`src/rtl/gmii_rx_pack_pkg.sv`:
```
// gmii_rx_pack_pkg
//   Shared definitions for the GMII receive packer:
//   - one-hot FSM state encodings
//   - XGMII control characters and GMII preamble/SFD bytes
//   - saturating 16-bit increment helper used by the frame counters
package gmii_rx_pack_pkg;

   typedef enum logic [7:0] {
      ST_IDLE  = 8'h01,
      ST_PREAM = 8'h02,
      ST_DATA  = 8'h04,
      ST_TERM  = 8'h08,
      ST_BCNT  = 8'h10,
      ST_DROP  = 8'h20
   } state_t;

   localparam logic [7:0] XGMII_START = 8'hFB;
   localparam logic [7:0] XGMII_TERM  = 8'hFD;
   localparam logic [7:0] XGMII_ERR   = 8'hFE;
   localparam logic [7:0] XGMII_IDLE  = 8'h07;
   localparam logic [7:0] PREAMBLE    = 8'h55;
   localparam logic [7:0] SFD         = 8'hD5;

   function automatic logic [15:0] sat_inc(input logic [15:0] v);
      return (v == 16'hffff) ? v : v + 16'd1;
   endfunction

endpackage

```
`src/rtl/gmii_rx_pack_if.sv`:
```
// gmii_rx_pack_if
//   Bundles the GMII receive inputs, FIFO status/strobes and the packed
//   word outputs of gmii_rx_pack.
//   slave  : the packer's view (GMII + FIFO status in, words/counts out)
//   master : the driving/observing side (GMII + FIFO status out, results in)
interface gmii_rx_pack_if;
   logic        byte_en;
   logic [7:0]  gmii_rxd;
   logic        gmii_rx_dv;
   logic        gmii_rx_er;
   logic        gige_data_fifo_afull;
   logic        gige_bcnt_fifo_full;
   logic        gige_data_fifo_we;
   logic [63:0] data_out;
   logic [7:0]  ctrl_out;
   logic        gige_bcnt_fifo_we;
   logic [15:0] bcnt_out;
   logic [15:0] frm_drop_cnt;
   logic [15:0] frm_trunc_cnt;

   modport slave (
      input  byte_en, gmii_rxd, gmii_rx_dv, gmii_rx_er,
             gige_data_fifo_afull, gige_bcnt_fifo_full,
      output gige_data_fifo_we, data_out, ctrl_out, gige_bcnt_fifo_we,
             bcnt_out, frm_drop_cnt, frm_trunc_cnt
   );

   modport master (
      output byte_en, gmii_rxd, gmii_rx_dv, gmii_rx_er,
             gige_data_fifo_afull, gige_bcnt_fifo_full,
      input  gige_data_fifo_we, data_out, ctrl_out, gige_bcnt_fifo_we,
             bcnt_out, frm_drop_cnt, frm_trunc_cnt
   );
endinterface

```
`src/rtl/gmii_lane_acc.sv`:
```
// gmii_lane_acc
//   8-lane byte accumulator. Bytes shift into successive lanes (lane 0 first).
//   Ports:
//     clk, reset_        clock, asynchronous active-low reset
//     clr                return the lane index to lane 0
//     shift_en, byte_in, ctrl_in   place one byte + ctrl flag in the next lane
//     word_done          this shift fills lane 7; word_data/word_ctrl hold the
//                        complete word including the incoming byte
//     flush_data/ctrl    current partial word terminated with FD in the next
//                        free lane and 07 padding above it (all ctrl=1)
module gmii_lane_acc
   import gmii_rx_pack_pkg::*;
(
   input  logic        clk,
   input  logic        reset_,
   input  logic        clr,
   input  logic        shift_en,
   input  logic [7:0]  byte_in,
   input  logic        ctrl_in,
   output logic        word_done,
   output logic [63:0] word_data,
   output logic [7:0]  word_ctrl,
   output logic [63:0] flush_data,
   output logic [7:0]  flush_ctrl
);

   logic [63:0] data_q, data_d;
   logic [7:0]  ctrl_q, ctrl_d;
   logic [2:0]  idx_q, idx_d;

   always_comb begin
      data_d = data_q;
      ctrl_d = ctrl_q;
      idx_d  = idx_q;
      if (clr) begin
         idx_d = 3'd0;
      end else if (shift_en) begin
         data_d[{idx_q, 3'b000} +: 8] = byte_in;
         ctrl_d[idx_q]                = ctrl_in;
         idx_d                        = idx_q + 3'd1;   // wraps 7 -> 0
      end
   end

   always_ff @(posedge clk or negedge reset_) begin
      if (!reset_) begin
         data_q <= '0;
         ctrl_q <= '0;
         idx_q  <= 3'd0;
      end else begin
         data_q <= data_d;
         ctrl_q <= ctrl_d;
         idx_q  <= idx_d;
      end
   end

   assign word_done = shift_en && !clr && (idx_q == 3'd7);
   assign word_data = {byte_in, data_q[55:0]};
   assign word_ctrl = {ctrl_in, ctrl_q[6:0]};

   // Lanes below the index keep their bytes, the index lane gets FD, and the
   // lanes above are padded with 07. idx=0 naturally gives {07 x7, FD}.
   generate
      for (genvar gi = 0; gi < 8; gi++) begin : g_flush
         localparam logic [2:0] LANE = 3'(gi);
         assign flush_data[gi*8 +: 8] = (LANE < idx_q)  ? data_q[gi*8 +: 8] :
                                        (LANE == idx_q) ? XGMII_TERM : XGMII_IDLE;
         assign flush_ctrl[gi]        = (LANE < idx_q)  ? ctrl_q[gi] : 1'b1;
      end
   endgenerate

endmodule

```
`src/rtl/gmii_rx_pack.sv`:
```
// gmii_rx_pack
//   Packs the byte-wide GMII receive stream into XGMII-style 64-bit words with
//   per-lane ctrl, writes them to the gige data FIFO and then writes the frame
//   byte count to the gige bcnt FIFO one clk after the frame's last data word.
//   Ports:
//     clk, reset_   core clock, asynchronous active-low reset
//     bus (slave)   GMII rxd/rx_dv/rx_er + byte_en, FIFO afull/full status,
//                   data/bcnt write strobes, data_out/ctrl_out/bcnt_out,
//                   saturating frm_drop_cnt / frm_trunc_cnt
module gmii_rx_pack
   import gmii_rx_pack_pkg::*;
#(
   parameter logic [15:0] MAX_BYTES = 16'd9600,
   parameter logic [63:0] IDLE_WORD = 64'h0707_0707_0707_0707
)
(
   input  logic           clk,
   input  logic           reset_,
   gmii_rx_pack_if.slave  bus
);

   localparam logic [63:0] START_WORD = {SFD, {6{PREAMBLE}}, XGMII_START};

   state_t      state_q, state_d;
   logic        data_we_q, data_we_d;
   logic [63:0] data_out_q, data_out_d;
   logic [7:0]  ctrl_out_q, ctrl_out_d;
   logic        bcnt_we_q, bcnt_we_d;
   logic [15:0] bcnt_out_q, bcnt_out_d;
   logic [15:0] bcnt_q, bcnt_d;
   logic [15:0] drop_cnt_q, drop_cnt_d;
   logic [15:0] trunc_cnt_q, trunc_cnt_d;
   logic        trunc_q, trunc_d;     // current frame was truncated
   logic        late_q, late_d;       // new frame started during TERM

   logic        acc_clr, acc_shift, acc_ctrl, word_done;
   logic [7:0]  acc_byte, word_ctrl, flush_ctrl;
   logic [63:0] word_data, flush_data;
   logic        dv_byte;

   assign dv_byte = bus.byte_en && bus.gmii_rx_dv;

   gmii_lane_acc u_lane_acc (
      .clk        (clk),
      .reset_     (reset_),
      .clr        (acc_clr),
      .shift_en   (acc_shift),
      .byte_in    (acc_byte),
      .ctrl_in    (acc_ctrl),
      .word_done  (word_done),
      .word_data  (word_data),
      .word_ctrl  (word_ctrl),
      .flush_data (flush_data),
      .flush_ctrl (flush_ctrl)
   );

   always_comb begin
      state_d     = state_q;
      data_we_d   = 1'b0;
      data_out_d  = data_out_q;
      ctrl_out_d  = ctrl_out_q;
      bcnt_we_d   = 1'b0;
      bcnt_out_d  = bcnt_out_q;
      bcnt_d      = bcnt_q;
      drop_cnt_d  = drop_cnt_q;
      trunc_cnt_d = trunc_cnt_q;
      trunc_d     = trunc_q;
      late_d      = late_q;
      acc_clr     = 1'b0;
      acc_shift   = 1'b0;
      acc_byte    = bus.gmii_rx_er ? XGMII_ERR : bus.gmii_rxd;
      acc_ctrl    = bus.gmii_rx_er;

      unique case (state_q)
         ST_IDLE: begin
            trunc_d = 1'b0;
            late_d  = 1'b0;
            if (dv_byte) state_d = ST_PREAM;
         end
         ST_PREAM: begin
            if (bus.byte_en) begin
               if (!bus.gmii_rx_dv) begin
                  state_d = ST_IDLE;
               end else if (bus.gmii_rxd == SFD) begin
                  // Space is only checked here; the afull margin covers a
                  // maximum-length frame, so later afull changes are ignored.
                  if (bus.gmii_rx_er || bus.gige_data_fifo_afull ||
                      bus.gige_bcnt_fifo_full) begin
                     drop_cnt_d = sat_inc(drop_cnt_q);
                     state_d    = ST_DROP;
                  end else begin
                     data_we_d  = 1'b1;
                     data_out_d = START_WORD;
                     ctrl_out_d = 8'h01;
                     bcnt_d     = 16'd8;
                     acc_clr    = 1'b1;
                     state_d    = ST_DATA;
                  end
               end
            end
         end
         ST_DATA: begin
            if (bus.byte_en) begin
               if (!bus.gmii_rx_dv) begin
                  state_d = ST_TERM;
               end else begin
                  acc_shift = 1'b1;
                  bcnt_d    = bcnt_q + 16'd1;
                  if (word_done) begin
                     data_we_d  = 1'b1;
                     data_out_d = word_data;
                     ctrl_out_d = word_ctrl;
                  end
                  // Leave room for the FD so bcnt tops out at MAX_BYTES.
                  if (bcnt_q + 16'd1 == MAX_BYTES - 16'd1) begin
                     trunc_d     = 1'b1;
                     trunc_cnt_d = sat_inc(trunc_cnt_q);
                     state_d     = ST_TERM;
                  end
               end
            end
         end
         ST_TERM: begin
            data_we_d  = 1'b1;
            data_out_d = flush_data;
            ctrl_out_d = flush_ctrl;
            bcnt_d     = bcnt_q + 16'd1;
            acc_clr    = 1'b1;
            if (dv_byte) late_d = 1'b1;
            state_d    = ST_BCNT;
         end
         ST_BCNT: begin
            bcnt_we_d  = 1'b1;
            bcnt_out_d = bcnt_q;
            trunc_d    = 1'b0;
            late_d     = 1'b0;
            if (trunc_q) begin
               // Remainder of a truncated frame is still on the wire.
               state_d = ST_DROP;
            end else if (late_q || dv_byte) begin
               drop_cnt_d = sat_inc(drop_cnt_q);
               state_d    = ST_DROP;
            end else begin
               state_d = ST_IDLE;
            end
         end
         ST_DROP: begin
            if (bus.byte_en && !bus.gmii_rx_dv) state_d = ST_IDLE;
         end
         default: state_d = ST_IDLE;
      endcase
   end

   always_ff @(posedge clk or negedge reset_) begin
      if (!reset_) begin
         state_q     <= ST_IDLE;
         data_we_q   <= 1'b0;
         data_out_q  <= IDLE_WORD;
         ctrl_out_q  <= 8'hff;
         bcnt_we_q   <= 1'b0;
         bcnt_out_q  <= '0;
         bcnt_q      <= '0;
         drop_cnt_q  <= '0;
         trunc_cnt_q <= '0;
         trunc_q     <= 1'b0;
         late_q      <= 1'b0;
      end else begin
         state_q     <= state_d;
         data_we_q   <= data_we_d;
         data_out_q  <= data_out_d;
         ctrl_out_q  <= ctrl_out_d;
         bcnt_we_q   <= bcnt_we_d;
         bcnt_out_q  <= bcnt_out_d;
         bcnt_q      <= bcnt_d;
         drop_cnt_q  <= drop_cnt_d;
         trunc_cnt_q <= trunc_cnt_d;
         trunc_q     <= trunc_d;
         late_q      <= late_d;
      end
   end

   assign bus.gige_data_fifo_we = data_we_q;
   assign bus.data_out          = data_out_q;
   assign bus.ctrl_out          = ctrl_out_q;
   assign bus.gige_bcnt_fifo_we = bcnt_we_q;
   assign bus.bcnt_out          = bcnt_out_q;
   assign bus.frm_drop_cnt      = drop_cnt_q;
   assign bus.frm_trunc_cnt     = trunc_cnt_q;

endmodule

```
`src/flat_wrapper.sv`:
```
// flat-port wrapper written by rule: the top's interface ports become plain ports
module gmii_rx_pack_flat import gmii_rx_pack_pkg::*;
#(
   parameter logic [15:0] MAX_BYTES = 16'd9600,
   parameter logic [63:0] IDLE_WORD = 64'h0707_0707_0707_0707
)
  (clk, reset_, bus_byte_en, bus_gmii_rxd, bus_gmii_rx_dv, bus_gmii_rx_er, bus_gige_data_fifo_afull, bus_gige_bcnt_fifo_full, bus_gige_data_fifo_we, bus_data_out, bus_ctrl_out, bus_gige_bcnt_fifo_we, bus_bcnt_out, bus_frm_drop_cnt, bus_frm_trunc_cnt);
  gmii_rx_pack_if bus_i ();
  input  logic clk;
  input  logic reset_;
  input wire logic [$bits(bus_i.byte_en)-1:0] bus_byte_en;
  input wire logic [$bits(bus_i.gmii_rxd)-1:0] bus_gmii_rxd;
  input wire logic [$bits(bus_i.gmii_rx_dv)-1:0] bus_gmii_rx_dv;
  input wire logic [$bits(bus_i.gmii_rx_er)-1:0] bus_gmii_rx_er;
  input wire logic [$bits(bus_i.gige_data_fifo_afull)-1:0] bus_gige_data_fifo_afull;
  input wire logic [$bits(bus_i.gige_bcnt_fifo_full)-1:0] bus_gige_bcnt_fifo_full;
  output wire logic [$bits(bus_i.gige_data_fifo_we)-1:0] bus_gige_data_fifo_we;
  output wire logic [$bits(bus_i.data_out)-1:0] bus_data_out;
  output wire logic [$bits(bus_i.ctrl_out)-1:0] bus_ctrl_out;
  output wire logic [$bits(bus_i.gige_bcnt_fifo_we)-1:0] bus_gige_bcnt_fifo_we;
  output wire logic [$bits(bus_i.bcnt_out)-1:0] bus_bcnt_out;
  output wire logic [$bits(bus_i.frm_drop_cnt)-1:0] bus_frm_drop_cnt;
  output wire logic [$bits(bus_i.frm_trunc_cnt)-1:0] bus_frm_trunc_cnt;
  assign bus_i.byte_en = bus_byte_en;
  assign bus_i.gmii_rxd = bus_gmii_rxd;
  assign bus_i.gmii_rx_dv = bus_gmii_rx_dv;
  assign bus_i.gmii_rx_er = bus_gmii_rx_er;
  assign bus_i.gige_data_fifo_afull = bus_gige_data_fifo_afull;
  assign bus_i.gige_bcnt_fifo_full = bus_gige_bcnt_fifo_full;
  assign bus_gige_data_fifo_we = bus_i.gige_data_fifo_we;
  assign bus_data_out = bus_i.data_out;
  assign bus_ctrl_out = bus_i.ctrl_out;
  assign bus_gige_bcnt_fifo_we = bus_i.gige_bcnt_fifo_we;
  assign bus_bcnt_out = bus_i.bcnt_out;
  assign bus_frm_drop_cnt = bus_i.frm_drop_cnt;
  assign bus_frm_trunc_cnt = bus_i.frm_trunc_cnt;
  gmii_rx_pack #(.MAX_BYTES(MAX_BYTES), .IDLE_WORD(IDLE_WORD)) u_core (.clk(clk), .reset_(reset_), .bus(bus_i));
endmodule
```
`config.mk`:
```
export PLATFORM = sky130hd
export DESIGN_NAME = gmii_rx_pack_flat
export DESIGN_NICKNAME = d
export VERILOG_FILES = /design/src/rtl/gmii_rx_pack_pkg.sv /design/src/rtl/gmii_rx_pack_if.sv /design/src/rtl/gmii_lane_acc.sv /design/src/rtl/gmii_rx_pack.sv /design/src/flat_wrapper.sv
export SDC_FILE = /design/constraint.sdc
export NUM_CORES = 1
export LEC_CHECK = 0
export ABC_AREA = 1
export BUFFER_PORTS_ARGS = -buffer_cell sky130_fd_sc_hd__buf_4
export CORE_ASPECT_RATIO = 0.9
export CORE_MARGIN = 5
export CORE_UTILIZATION = 60
export CTS_BUF_LIST = sky130_fd_sc_hd__clkbuf_2 sky130_fd_sc_hd__clkbuf_4 sky130_fd_sc_hd__clkbuf_8
export CTS_CLUSTER_SIZE = 8
export DETAILED_ROUTE_END_ITERATION = 16
export PLACE_DENSITY_LB_ADDON = 0.25
export SETUP_SLACK_MARGIN = 0.15
export SLEW_MARGIN = 10
export SYNTH_ARGS = -nofsm -noshare
export SYNTH_HDL_FRONTEND = slang
export SYNTH_SLANG_ARGS = --single-unit
export TNS_END_PERCENT = 5
```
`constraint.sdc`:
```
create_clock -name clk -period 3.3 [get_ports clk]
set_clock_uncertainty 0.15 [all_clocks]
set_input_delay 0.165 -clock clk [delete_from_list [all_inputs] [get_ports clk]]
set_output_delay 0.165 -clock clk [all_outputs]
set_load 0.01 [all_outputs]
```
==> Word-level counts from Yosys, hierarchy flattened <==
Cells that the tools add are included.
Widths: inputs -> output; s select.
{ "classes": {"n_bitwise": 2, "mux": 93, "add_sub_neg": 5, "magnitude_cmp": 10, "reduce_logical": 25, "n_shift": 2, "eq_ne": 34} }
{ "ops": {"columns": ["op", "n"], "rows": [
  ["$mux 64", 7],
  ["$mux 8", 33],
  ["$mux 16", 13],
  ["$pmux 64 s3", 1],
  ["$bwmux 64", 1],
  ["$shift 8x8->64 const A", 1],
  ["$shiftx 8x8->64", 1],
  ["$add 16x1->16 const B", 3],
  ["$pmux 16 s3", 1],
  ["$pmux 8 s6", 1],
  ["$eq 16x16->1 const B", 2],
  ["$pmux 16 s2", 1],
  ["$mux 1", 24],
  ["$pmux 8 s3", 1],
  ["$eq 16x14->1 const B", 1],
  ["$ne 2x1->1 const B", 7],
  ["$ne 2x2->1 const B", 7],
  ["$reduce_and 7->1", 2],
  ["$eq 3x3->1 const A", 4],
  ["$lt 3x3->1 const A", 4],
  ["$mux 6", 2],
  ["$bwmux 8", 1],
  ["$eq 8x1->1 const B", 1],
  ["$eq 8x2->1 const B", 1],
  ["32 further kinds", 51]
]} }
{ "word_totals": {"ff_bits": 223} }

==> Longest topological paths before layout <==
Gate-level depths: netlist of run 1.
{ "logic_depth": {"depth_word": 14, "ltp_mapped": 15, "ltp_nobuf": 14} }

==> Cells and area by module <==
Synthesis of run 1 repeated with hierarchy kept, for this count alone.
{ "hier_totals": {"hier_cells": 1427, "area_unflattened_um2": 11397.2} }
{ "modules_own_cells": {"columns": ["module", "seq_area_each_um2", "cells_per_inst", "n_inst", "area_each_um2"], "rows": [
  ["gmii_rx_pack", 3694.8, 958, 1, 7713.6],
  ["gmii_lane_acc", 1651.6, 469, 1, 3683.5]
]} }

==> Worst setup path after synthesis of run 1 <==
Ideal clock, no wire load.
{ "synth_path": {"path_type": "register to register", "from": "reg u_core.u_lane_acc.idx_q[2]", "to": "reg u_core.u_lane_acc.data_q[10]", "setup_time_ns": 0.095, "n_path_buf": 4, "synth_period_minus_slack_ns": 2.343, "t_arrival_ns": 2.098, "slack_ns": 0.957, "stages_incl_launch_ff": 9, "required_ns": 3.055, "cell_sequence": "dfrtp_1 clkbuf_1 inv_1 clkbuf_1 ha_1 clkbuf_1 nand4_1 clkbuf_1 o31ai_1"} }
{ "synth_between": {"elab_chain_cells": 3} }
{ "synth_rtl": {"columns": ["item", "line", "rtl"], "rows": [
  ["start, declared", "gmii_lane_acc.sv:29", "logic [2:0] idx_q, idx_d;"],
  ["start signal, assigned", "gmii_lane_acc.sv:52", "idx_q <= idx_d;"],
  ["$neg 6->8 *", "gmii_lane_acc.sv:38", "data_d[{idx_q, 3'b000} +: 8] = byte_in;"],
  ["$shiftx 8x8->64 or $shift 8x8->64 (tied branches)", "gmii_lane_acc.sv:38", null],
  ["$bwmux 64 *", "gmii_lane_acc.sv:38", null],
  ["end signal, assigned", "gmii_lane_acc.sv:50", "data_q <= data_d;"],
  ["end, declared", "gmii_lane_acc.sv:27", "logic [63:0] data_q, data_d;"]
]} }
Mark *: on every way between the ends. The rest lies on a longest branch, timed or not.
A chain may end at the register's enable or synchronous reset.

==> Final worst setup path of run 1 <==
{ "layout_path": {"from": "reg u_core.bcnt_q[1]", "to": "reg u_core.trunc_cnt_q[9], in the netlist u_core.bus.frm_trunc_cnt[9]"} }
{ "layout_between": {"elab_chain_cells": 3} }
{ "layout_rtl": {"columns": ["item", "line", "rtl"], "rows": [
  ["start, declared", "gmii_rx_pack.sv:30", "logic [15:0] bcnt_q, bcnt_d;"],
  ["start signal, assigned", "gmii_rx_pack.sv:174", "bcnt_q <= bcnt_d;"],
  ["$add 16x1->16", "gmii_rx_pack.sv:115", "if (bcnt_q + 16'd1 == MAX_BYTES - 16'd1) begin"],
  ["$eq 16x14->1", "gmii_rx_pack.sv:115", null],
  ["$reduce_and 5->1 (no source line)", null, null],
  ["end signal, assigned", "gmii_rx_pack.sv:176", "trunc_cnt_q <= trunc_cnt_d;"],
  ["end, declared", "gmii_rx_pack.sv:32", "logic [15:0] trunc_cnt_q, trunc_cnt_d;"]
]} }
No other way between the ends.

==> impl_metrics.json, run 1 <==
{
  "yosys_most_used_dff": "dfrtp_1",
  "synthCells": 1318,
  "antenna_found_initial": 0,
  "htreeDepth": 2,
  "diodes": 0,
  "async_flop_share_pct": 100,
  "avgSynthCellArea_um2": 8.02,
  "grt_pass1_wl_mm": 44.7,
  "yosys_warnings": 0,
  "wl_per_cell_um": 16.0,
  "die-area_mm2": 0.0204,
  "synth-edff-count": 0,
  "die_h_um": 136,
  "die_width_um": 150,
  "grt_pass1_vias": 8822,
  "critical_path.most_common_cell": "nand2_1",
  "path_cells": "ha_1, nand3_2, nor2_4, nand2_1, xor2_1, nand3b_1, nor2_4, nand3_4, nand2_1, nand2_1",
  "setup_viol": 0,
  "cts.sinks": 212,
  "port_buffers": 136,
  "grt_max_degree": 90,
  "vias": 9644,
  "ys_types": 43,
  "synth_area_leaders": "dfrtp_1 42%, nand2_1 15%, dfstp_2 8.2%",
  "start_kind": "register",
  "area_growth_pct": 20.6,
  "syn_area_mm2": 0.0106,
  "io_pins": 137,
  "initial_core_util_pct": 60.4,
  "hold_viol": 0,
  "cap_viol_max_count": 0,
  "cts_tree": "done",
  "rsz0062_at_grt": "no",
  "fin_tns_setup_ns": 0,
  "synth_seq_area_share_pct": 50.6,
  "drtIter0Drc": 855,
  "clockBufferDepth": 3,
  "leakage_uw": 0.00625,
  "avgViaCountPerCell": 5.54,
  "irDropWorstVdd_v": 0.000448,
  "worstMarginPinSlew_ns": 0.815,
  "insertion_delay_ns": 0.52,
  "syn_nets": 1345,
  "critical_path_required_ns": 3.55,
  "grt_util_all_layers_pct": 27.3,
  "ant_nets": 0,
  "dpl_worst_slack_ns": 0.592,
  "synth_top_area_share_pct": 42.4,
  "place.gp.congestion": 0.956,
  "period_share_pct": 84.0,
  "path_delay_family": "simple AND/OR/NAND/NOR gates",
  "crit_type": "register to register",
  "cts_buffers": 35,
  "path_clk_slew_ns": 0.06,
  "hold_class": "primary input to async pin",
  "fin_ws_ns": 0.529,
  "max_slew_margin_pct": 45.5,
  "synth_seq_cells": 212,
  "drive_gt1_share_pct": 19.1,
  "yosys.area.top_type": "dfrtp_1",
  "cts_resized": 0,
  "slowest_stage": "dfrtp_1",
  "yosysMostFrequentCell": "nand2_1",
  "rows": 46,
  "period_needed_ns": 2.77,
  "slowest_delay_ns": 0.44,
  "clock-root-buffer": "clkbuf_8",
  "slew_violations": 0,
  "crit_buf_inv": 0,
  "hpwlAfterDp_mm": 19.7,
  "final_util_pct": 72.9,
  "worst-endpoint-arrival_ns": 3.02,
  "post-route-drc-count": 0,
  "max_freq_ghz": 0.361,
  "wirelength_mm": 27.9,
  "timing.hold.ws_ns": 0.105,
  "endpoint_kind": "register",
  "crit_fanout": 17,
  "outcome": "finished, final reports clean",
  "first_pass_iters": 5,
  "synth_common_cells": "428 x nand2_1, 179 x dfrtp_1, 128 x o21ai_0",
  "power_density_mw_per_mm2": 610,
  "nets": 1503,
  "coreArea_mm2": 0.0175,
  "grt-ovfl-total": 0
}
==> through the flow <==
| step | instance area, um2 | cells | total power, uW |
|---|---|---|---|
| 5_1_grt | 12700 | 1742 | 8220 |
| 3_3_place_gp | 11800 | 1664 | 5280 |
| 6_report | 12700 | 1742 | 7780 |
| 4_1_cts | 12700 | 1742 | 7820 |
| 2_1_floorplan | 10600 | 1318 | 4500 |
| 3_5_place_dp | 11800 | 1664 | 5330 |
==> final timing paths <==
path                                                      from                                       to  slack [ns]  depth (start not counted)
setup / recovery                  u_core.bcnt_q[1]$_DFFE_PN0P_  u_core.bus.frm_trunc_cnt[9]$_DFFE_PN0P_        0.53                         10
hold / removal                                          reset_   u_core.bus.frm_drop_cnt[5]$_DFFE_PN0P_        0.11                          2
setup reg to reg                  u_core.bcnt_q[1]$_DFFE_PN0P_  u_core.bus.frm_trunc_cnt[9]$_DFFE_PN0P_        0.53                         10
hold reg to reg            u_core.bus.data_out[41]$_DFFE_PN1P_      u_core.bus.data_out[41]$_DFFE_PN1P_        0.31                          2
max in group asynchronous                               reset_      u_core.bus.data_out[33]$_DFFE_PN1P_        1.98                          3
min in group clk                      bus_gige_data_fifo_afull            u_core.state_q[5]$_DFFE_PN0P_        0.24                          6
==> repair_timing <==
item                                   CTS  global route
buffers inserted                         0             0
hold buffers                            15             0
endpoints found under the hold margin  107             0
==> state kept, by name, indices dropped and copies added (netlist names) <==
| register | count |
|---|---|
| u_core.state_q | 6 |
| u_core.bus.frm_drop_cnt | 16 |
| u_core.u_lane_acc.data_q | 56 |
| u_core.bus.gige_data_fifo_we | 1 |
| u_core.trunc_q | 1 |
| u_core.bus.ctrl_out | 8 |
| u_core.bus.frm_trunc_cnt | 16 |
| u_core.u_lane_acc.idx_q | 3 |
| u_core.bus.data_out | 64 |
| u_core.bcnt_q | 16 |
| u_core.bus.gige_bcnt_fifo_we | 1 |
| u_core.u_lane_acc.ctrl_q | 7 |
| u_core.late_q | 1 |
| u_core.bus.bcnt_out | 16 |
==> where the power goes <==
part | switching, uW | total, uW | internal [uW]
combinational | 1250 | 2020 | 772
clock | 1030 | 2460 | 1430
sequential | 264 | 3300 | 3040
total | 2540 | 7780 | 5240
==> per-layer routing <==
metal | vias to the layer above | routed length, um | track usage [%]
met3 | 43 | 2180 | 4.23
li1 | 4646 | - | -
met4 | 0 | 461 | 6.91
met2 | 438 | 12300 | 40.9
met5 | - | 0 | 0
met1 | 4517 | 13000 | 41.7
==> worst reg2reg max path: cells and delay by family (launching register included) <==
kind	cells	cell delay (ns)
simple gates	8	1.52
fa+ha+maj	1	0.30
flops	1	0.44
xor+xnor	1	0.25
==> logic make-up after synthesis <==
logic type      after synthesis  share of synthesized area [%]
buf+inv                     153                           6.03
xor+xnor                     30                           2.48
compound gates              215                           10.7
simple gates                690                           28.2
fa+ha+maj                    12                           1.42
mux                           6                          0.603
flops                       212                           50.6
==> layout by cell type, fill, tap and decap left out, types with 3 or more instances in the layout <==
master / count
dlygate4sd3_1: 15
o21ai_0: 128
o21ai_1: 27
nand3_2: 5
xor2_1: 16
inv_1: 95
nand4_1: 48
ha_1: 12
nor3_1: 18
nor2_1: 100
nor2_4: 6
nand3_1: 61
dfstp_2: 33
mux2_2: 3
clkbuf_8: 47
xnor2_1: 14
dfrtp_1: 179
clkbuf_4: 17
nand2_2: 5
buf_4: 155
nor4_1: 6
o31ai_1: 5
nor2_2: 4
o22ai_1: 10
a21oi_1: 35
mux2i_1: 3
nand2_1: 428
inv_2: 3
clkinv_1: 3
==> layout make-up <==
cell class              instances  area (um2)
inverters                     101         379
clock buffers                  63         761
well taps                     240         300
fillers                      1454        4750
repair buffers                173        1370
multi-input cells             953        4590
flip-flops and latches        212        5350
Note: power is estimated with default switching activity, not from simulation.
==> run 2, diff against run 1 <==
Settings changed: CORE_UTILIZATION 60 to 54.
Clock period 3.3 ns to 2.3 ns, I/O delays scaled along.
==> run 2 against run 1 <==
Effect of this change:
- cell count up 4.6%
- sequential cell count unchanged
- maximum frequency up 24%
- non-clock buffer count up 66
- core utilization up 0.28 points
- via count up 5.3%
- critical path type unchanged
==> impl_metrics.json, run 2 (synthesized netlist as in run 1, its figures left out) <==
{
  "crit_fanout": 8,
  "io_pins": 137,
  "hpwlAfterDp_mm": 20.8,
  "grt-ovfl-total": 0,
  "die_h_um": 143,
  "avgViaCountPerCell": 5.57,
  "rows": 48,
  "crit_type": "register to register",
  "wl_per_cell_um": 17.3,
  "nets": 1574,
  "place.gp.congestion": 0.954,
  "cts.sinks": 212,
  "power_density_mw_per_mm2": 881,
  "slowest_delay_ns": 0.41,
  "start_kind": "register",
  "period_needed_ns": 2.23,
  "cap_viol_max_count": 0,
  "critical_path_required_ns": 2.55,
  "wirelength_mm": 31.6,
  "r2r_slack_ns": 0.07,
  "r2r-end": "u_core.bus.frm_trunc_cnt[8]$_DFFE_PN0P_",
  "hold_viol": 0,
  "final_cell_mix": "357 x nand2_1, 200 x buf_4, 173 x dfrtp_1, 119 x o21ai_0, 94 x inv_1",
  "hold_class": "primary input to async pin",
  "area_growth_pct": 32.9,
  "critPathLaunch": "u_core.bcnt_q[1]$_DFFE_PN0P_",
  "antenna_found_initial": 0,
  "die-area_mm2": 0.0225,
  "outcome": "finished, final reports clean",
  "critical_path.most_common_cell": "nand2_1",
  "grt_util_all_layers_pct": 27.0,
  "drive_gt1_share_pct": 29.5,
  "endpoint_kind": "register",
  "htreeDepth": 2,
  "cts_buffers": 37,
  "worst-endpoint-arrival_ns": 2.48,
  "max_slew_margin_pct": 34.9,
  "first_pass_iters": 5,
  "clockBufferDepth": 3,
  "grt_max_degree": 50,
  "fill_cells": 1459,
  "post-route-drc-count": 0,
  "drtIter0Drc": 888,
  "rr_worst_depth": 12,
  "vias": 10156,
  "setup_viol": 0,
  "max_freq_ghz": 0.448,
  "leakage_uw": 0.00685,
  "grt_pass1_wl_mm": 49.0,
  "slew_violations": 0,
  "cts_tree": "done",
  "final_common_cell": "nand2_1",
  "path_cells": "buf_6, nand2_2, nor2_4, nand2_2, o21ai_2, nand2_1, nor2_1, nand2_1, nor2_4, nand3_4, nand2_1, nand2_1",
  "ant_nets": 0,
  "path_clk_slew_ns": 0.07,
  "coreArea_mm2": 0.0192,
  "dpl_worst_slack_ns": 0.0158,
  "clock-root-buffer": "clkbuf_8",
  "initial_core_util_pct": 55.0,
  "crit_end": "u_core.bus.frm_trunc_cnt[8]$_DFFE_PN0P_",
  "worstMarginPinSlew_ns": 0.973,
  "period_share_pct": 97.1,
  "insertion_delay_ns": 0.53,
  "die_width_um": 158,
  "slowest_stage": "dfrtp_2",
  "rsz0062_at_grt": "yes",
  "grt_pass1_vias": 9566,
  "port_buffers": 136,
  "r2r_start": "u_core.bcnt_q[1]$_DFFE_PN0P_",
  "final_util_pct": 73.1,
  "irDropWorstVdd_v": 0.000631,
  "fin_ws_ns": 0.0677,
  "largest_reg_flops": 64
}
==> run 2: area by class of cell <==
cell class	instances	area (um2)	share of cell area (%)
antenna	1	2.50	0.0178
clock buffer	60	732	5.21
clock inverter	4	70.1	0.498
inverter	101	390	2.78
multi-input combinational	956	5130	36.5
sequential	212	5350	38.1
tap	250	313	2.23
timing repair buffer	239	2060	14.7
==> run 2: what timing repair did <==
action	4_1_cts	5_1_grt
pin swaps	9	55
endpoints found under the setup margin	105	171
hold buffers	17	0
cloned	3	4
endpoints found under the hold margin	236	0
gates resized for setup	12	154
setup buffers	11	11
==> run 2: worst min path at each step <==
stage	endpoint	slack (ns)	depth (start not counted)
2_1_floorplan	u_core.bcnt_q[0]$_DFFE_PN0P_	-0.33	0
3_3_place_gp	u_core.bus.frm_drop_cnt[4]$_DFFE_PN0P_	-0.02	1
3_5_place_dp	u_core.bus.frm_drop_cnt[10]$_DFFE_PN0P_	-0.02	1
4_1_cts	u_core.bus.data_out[16]$_DFFE_PN1P_	0.11	2
5_1_grt	u_core.bus.data_out[57]$_DFFE_PN1P_	0.14	2
6_report	u_core.bus.data_out[57]$_DFFE_PN1P_	0.12	2
==> run 2: per-stage QoR <==
stage / cell area [um2] / total power (uW) / setup TNS, ns / cells / hold WS, ns
finish: 14100 / 12400 / 0 / 1823 / 0.123
global route: 14100 / 13000 / -0.369 / 1822 / 0.139
CTS: 13400 / 11700 / 0 / 1807 / 0.110
detailed placement: 12200 / 7850 / 0 / 1712 / -0.0204
global placement: 12200 / 7770 / 0 / 1712 / -0.0204
floorplan: 10600 / 6480 / 0 / 1318 / -0.331
==> run 2: critical path, delay by kind of cell (launching register included) <==
family	cells	cell delay [ns]
flops	1	0.41
compound gates	1	0.16
buf+inv	1	0.13
simple gates	10	1.26
==> run 2: metal layers <==
layer	global-route usage, %	wire [um]	vias up
met5	0	0	-
met4	9.60	901	0
li1	-	-	4800
met1	39.1	13500	4796
met2	41.1	14600	475
met3	5.15	2580	85
==> run 2: report_power, final <==
part / total (uW) / leakage (uW) / switching, uW / internal (uW)
Clock: 3760 / 0.000429 / 1530 / 2230
Combinational: 3850 / 0.00373 / 2230 / 1620
Sequential: 4780 / 0.00269 / 412 / 4360
==> run 3, diff against run 2 <==
Settings changed: ABC_AREA 1 to unset, ABC_CLOCK_PERIOD_IN_PS set to 2300.
==> run 3 against run 2 <==
Effect of this change:
- the run now ends with setup timing left
- count of clock-buffer cells in the layout grew 1
- worst hold slack worse by 0.12 ns
- non-clock buffer count is 55 higher
- worst setup slack got worse by 0.47 ns
- synthesized area is 9.5% lower
- largest cell class unchanged
- sequential share of layout area grew 1.9 points
- via count decreased by 17%
- first-iteration DRC count shrank 27%
- global-route usage is 0.18 points higher
- sequential cell count is the same
==> impl_metrics.json, run 3 <==
{
  "path_clk_slew_ns": 0.06,
  "rows": 46,
  "wl_per_cell_um": 18.2,
  "p_sw_share_pct": 24.5,
  "max_freq_ghz": 0.370,
  "dpl_worst_slack_ns": -0.382,
  "synth_common_cells": "179 x dfrtp_1, 151 x nand2_1, 92 x o21ai_0",
  "die_width_um": 150,
  "max_slew_margin_pct": 52.5,
  "nets": 1268,
  "yosys.area.top_type": "dfrtp_1",
  "largest_reg_flops": 64,
  "post-route-drc-count": 0,
  "outcome": "finished, violations left",
  "synth_seq_area_share_pct": 55.9,
  "cts.sinks": 212,
  "synthCells": 958,
  "synth_seq_cells": 212,
  "slowest_delay_ns": 0.55,
  "first_pass_iters": 5,
  "hold_viol": 0,
  "violations": "setup timing",
  "combPwrFrac_pct": 10.0,
  "initial_core_util_pct": 54.7,
  "slowest_stage": "or4_4",
  "synth-edff-count": 0,
  "clockBufferDepth": 3,
  "fin_ws_ns": -0.399,
  "ys_types": 66,
  "avgSynthCellArea_um2": 9.99,
  "place_area_mm2": 0.0119,
  "power_density_mw_per_mm2": 618,
  "grt_util_all_layers_pct": 27.2,
  "critical_path_required_ns": 2.54,
  "area_growth_pct": 39.8,
  "slew_violations": 0,
  "grt-ovfl-total": 0,
  "synth_area_leaders": "dfrtp_1 47%, dfstp_2 9.1%, nand2_1 5.9%",
  "io_pins": 137,
  "synth_top_area_share_pct": 46.8,
  "syn_area_mm2": 0.00957,
  "setup_viol": 189,
  "p_int_uw": 6240,
  "avgViaCountPerCell": 5.61,
  "antenna_found_initial": 1,
  "irDropWorstVdd_v": 0.000399,
  "use_met1_pct": 38.4,
  "worst-endpoint-arrival_ns": 2.94,
  "p_clk_share_pct": 43.1,
  "crit_type": "register to register",
  "leakage_uw": 0.00627,
  "port_buffers": 136,
  "seqPwrFrac_pct": 47.0,
  "period_needed_ns": 2.70,
  "async_flop_share_pct": 100,
  "coreArea_mm2": 0.0175,
  "insertion_delay_ns": 0.51,
  "syn_nets": 985,
  "ant_nets": 0,
  "rsz0062_at_grt": "yes",
  "vias": 8471,
  "yosysMostFrequentCell": "dfrtp_1",
  "path_cells": "or4_4, or4_4, o32ai_2, o21ai_2, a211oi_4, nand4_1, xnor2_1",
  "cts_buffers": 37,
  "final_common_cell": "buf_4",
  "fill_cells": 1221,
  "worstMarginPinSlew_ns": 0.713,
  "htreeDepth": 2,
  "yosys_most_used_dff": "dfrtp_1",
  "final_cell_mix": "258 x buf_4, 179 x dfrtp_1, 128 x nand2_1, 73 x nor2_1, 59 x a21oi_1",
  "cts_tree": "done",
  "wirelength_mm": 27.5,
  "cap_viol_max_count": 0,
  "design_area_mm2": 0.0134,
  "drive_gt1_share_pct": 40.3,
  "grtUsageMet2_pct": 42.8,
  "place.gp.congestion": 0.937,
  "die-area_mm2": 0.0205,
  "clock-root-buffer": "clkbuf_8",
  "critical_path.most_common_cell": "or4_4",
  "grt_max_degree": 66,
  "die_h_um": 136,
  "hold_class": "primary input to async pin",
  "grt_pass1_vias": 8578,
  "fin_total_pwr_uw": 8260,
  "busiest_layer": "met2",
  "switchingPower_uw": 2030,
  "start_kind": "register",
  "use_met3_pct": 5.23,
  "hpwlAfterDp_mm": 18.5,
  "endpoint_kind": "register",
  "crit_fanout": 6,
  "period_share_pct": 117,
  "drtIter0Drc": 651,
  "yosys_warnings": 0,
  "grt_pass1_wl_mm": 44.2
}
==> run 3: cell types whose count changed in the layout (fill, tap and decap cells not counted), sizes merged, moves of 14 or more <==
cell   previous run  this run
nand2           435       151
inv              99        21
buf             218       281
o21ai           155        98
o31ai             5        48
nand3            68        26
nand4            50        12
nor2            111        80
a21oi            35        63
mux2              3        24
a31oi             0        19
and3              0        14
==> run 3: power by group through the flow <==
stage,Clock [uW],Combinational [uW],Sequential (uW)
global placement,0,684,3940
finish,3560,824,3880
detailed placement,0,693,3940
CTS,3610,754,3880
global route,3800,894,3890
floorplan,0,269,3970
==> run 3: final timing paths <==
path                                                      from                                  endpoint  slack (ns)  depth (start not counted)
min in group clk                               bus_gmii_rxd[1]  u_core.u_lane_acc.data_q[33]$_DFFE_PN0P_        0.04                          5
max                              u_core.state_q[4]$_DFFE_PN0P_    u_core.bus.frm_drop_cnt[9]$_DFFE_PN0P_       -0.40                          7
min reg2reg                u_core.bus.data_out[33]$_DFFE_PN1P_       u_core.bus.data_out[33]$_DFFE_PN1P_        0.31                          2
max reg2reg                      u_core.state_q[4]$_DFFE_PN0P_    u_core.bus.frm_drop_cnt[9]$_DFFE_PN0P_       -0.40                          7
max in group asynchronous                               reset_        u_core.bus.data_out[8]$_DFFE_PN1P_        1.24                          3
min                                                     reset_   u_core.bus.frm_trunc_cnt[1]$_DFFE_PN0P_       0.002                          2
==> run 3: routing by layer <==
layer | routed length, um | vias up
li1 | - | 3981
met1 | 12000 | 4131
met2 | 12900 | 301
met3 | 1950 | 58
met4 | 719 | 0
met5 | 0 | -
==> run 3: logic make-up (layout without fill, tap and decap cells) <==
logic type | after synthesis | after routing | share of synthesized area (%)
multiplexers | 25 | 25 | 2.93
other | 0 | 1 | 0
buffers and inverters | 71 | 381 | 3.09
flip-flops | 212 | 212 | 55.9
AND/OR/NAND/NOR | 341 | 341 | 16.7
adder cells (fa/ha/maj) | 12 | 12 | 1.57
XOR/XNOR | 32 | 32 | 2.93
AO/OA/AOI/OAI | 265 | 265 | 16.9
==> run 3: layout make-up <==
class | instances | area, um2 | share of cell area [%]
Sequential cell | 212 | 5350 | 40.0
Multi-Input combinational cell | 675 | 4420 | 33.1
Timing Repair Buffer | 294 | 2450 | 18.3
Clock buffer | 61 | 746 | 5.57
Tap cell | 240 | 300 | 2.24
Inverter | 21 | 81.3 | 0.608
Clock inverter | 5 | 30.0 | 0.224
Antenna cell | 1 | 2.50 | 0.0187
==> run 3: critical path, delay by kind of cell (launching register included) <==
family	cells	cell delay (ns)
compound gates	3	0.75
xor+xnor	1	0.14
simple gates	3	1.15
flops	1	0.39
==> run 3: metrics by stage <==
| step | TNS [ns] | util, % | hold WS, ns | std cells |
|---|---|---|---|---|
| after global placement | -41.74 | 68.1 | -0.0304 | 1425 |
| after CTS | -35.70 | 75.3 | 0.00566 | 1508 |
| after global routing | -54.40 | 76.5 | 0.0410 | 1509 |
| after floorplan | -39.28 | - | -0.331 | 958 |
| final | -41.42 | 76.5 | 0.00191 | 1509 |
| after detailed placement | -45.18 | 68.1 | -0.0160 | 1425 |
==> run 3: timing repair <==
action | 4_1_cts | 5_1_grt
setup buffers | 4 | 0
setup endpoints to repair | 192 | 193
hold buffers | 12 | 0
resized for setup | 104 | 58
gates cloned | 1 | 0
endpoints found under the hold margin | 213 | 0
pin swaps | 24 | 11
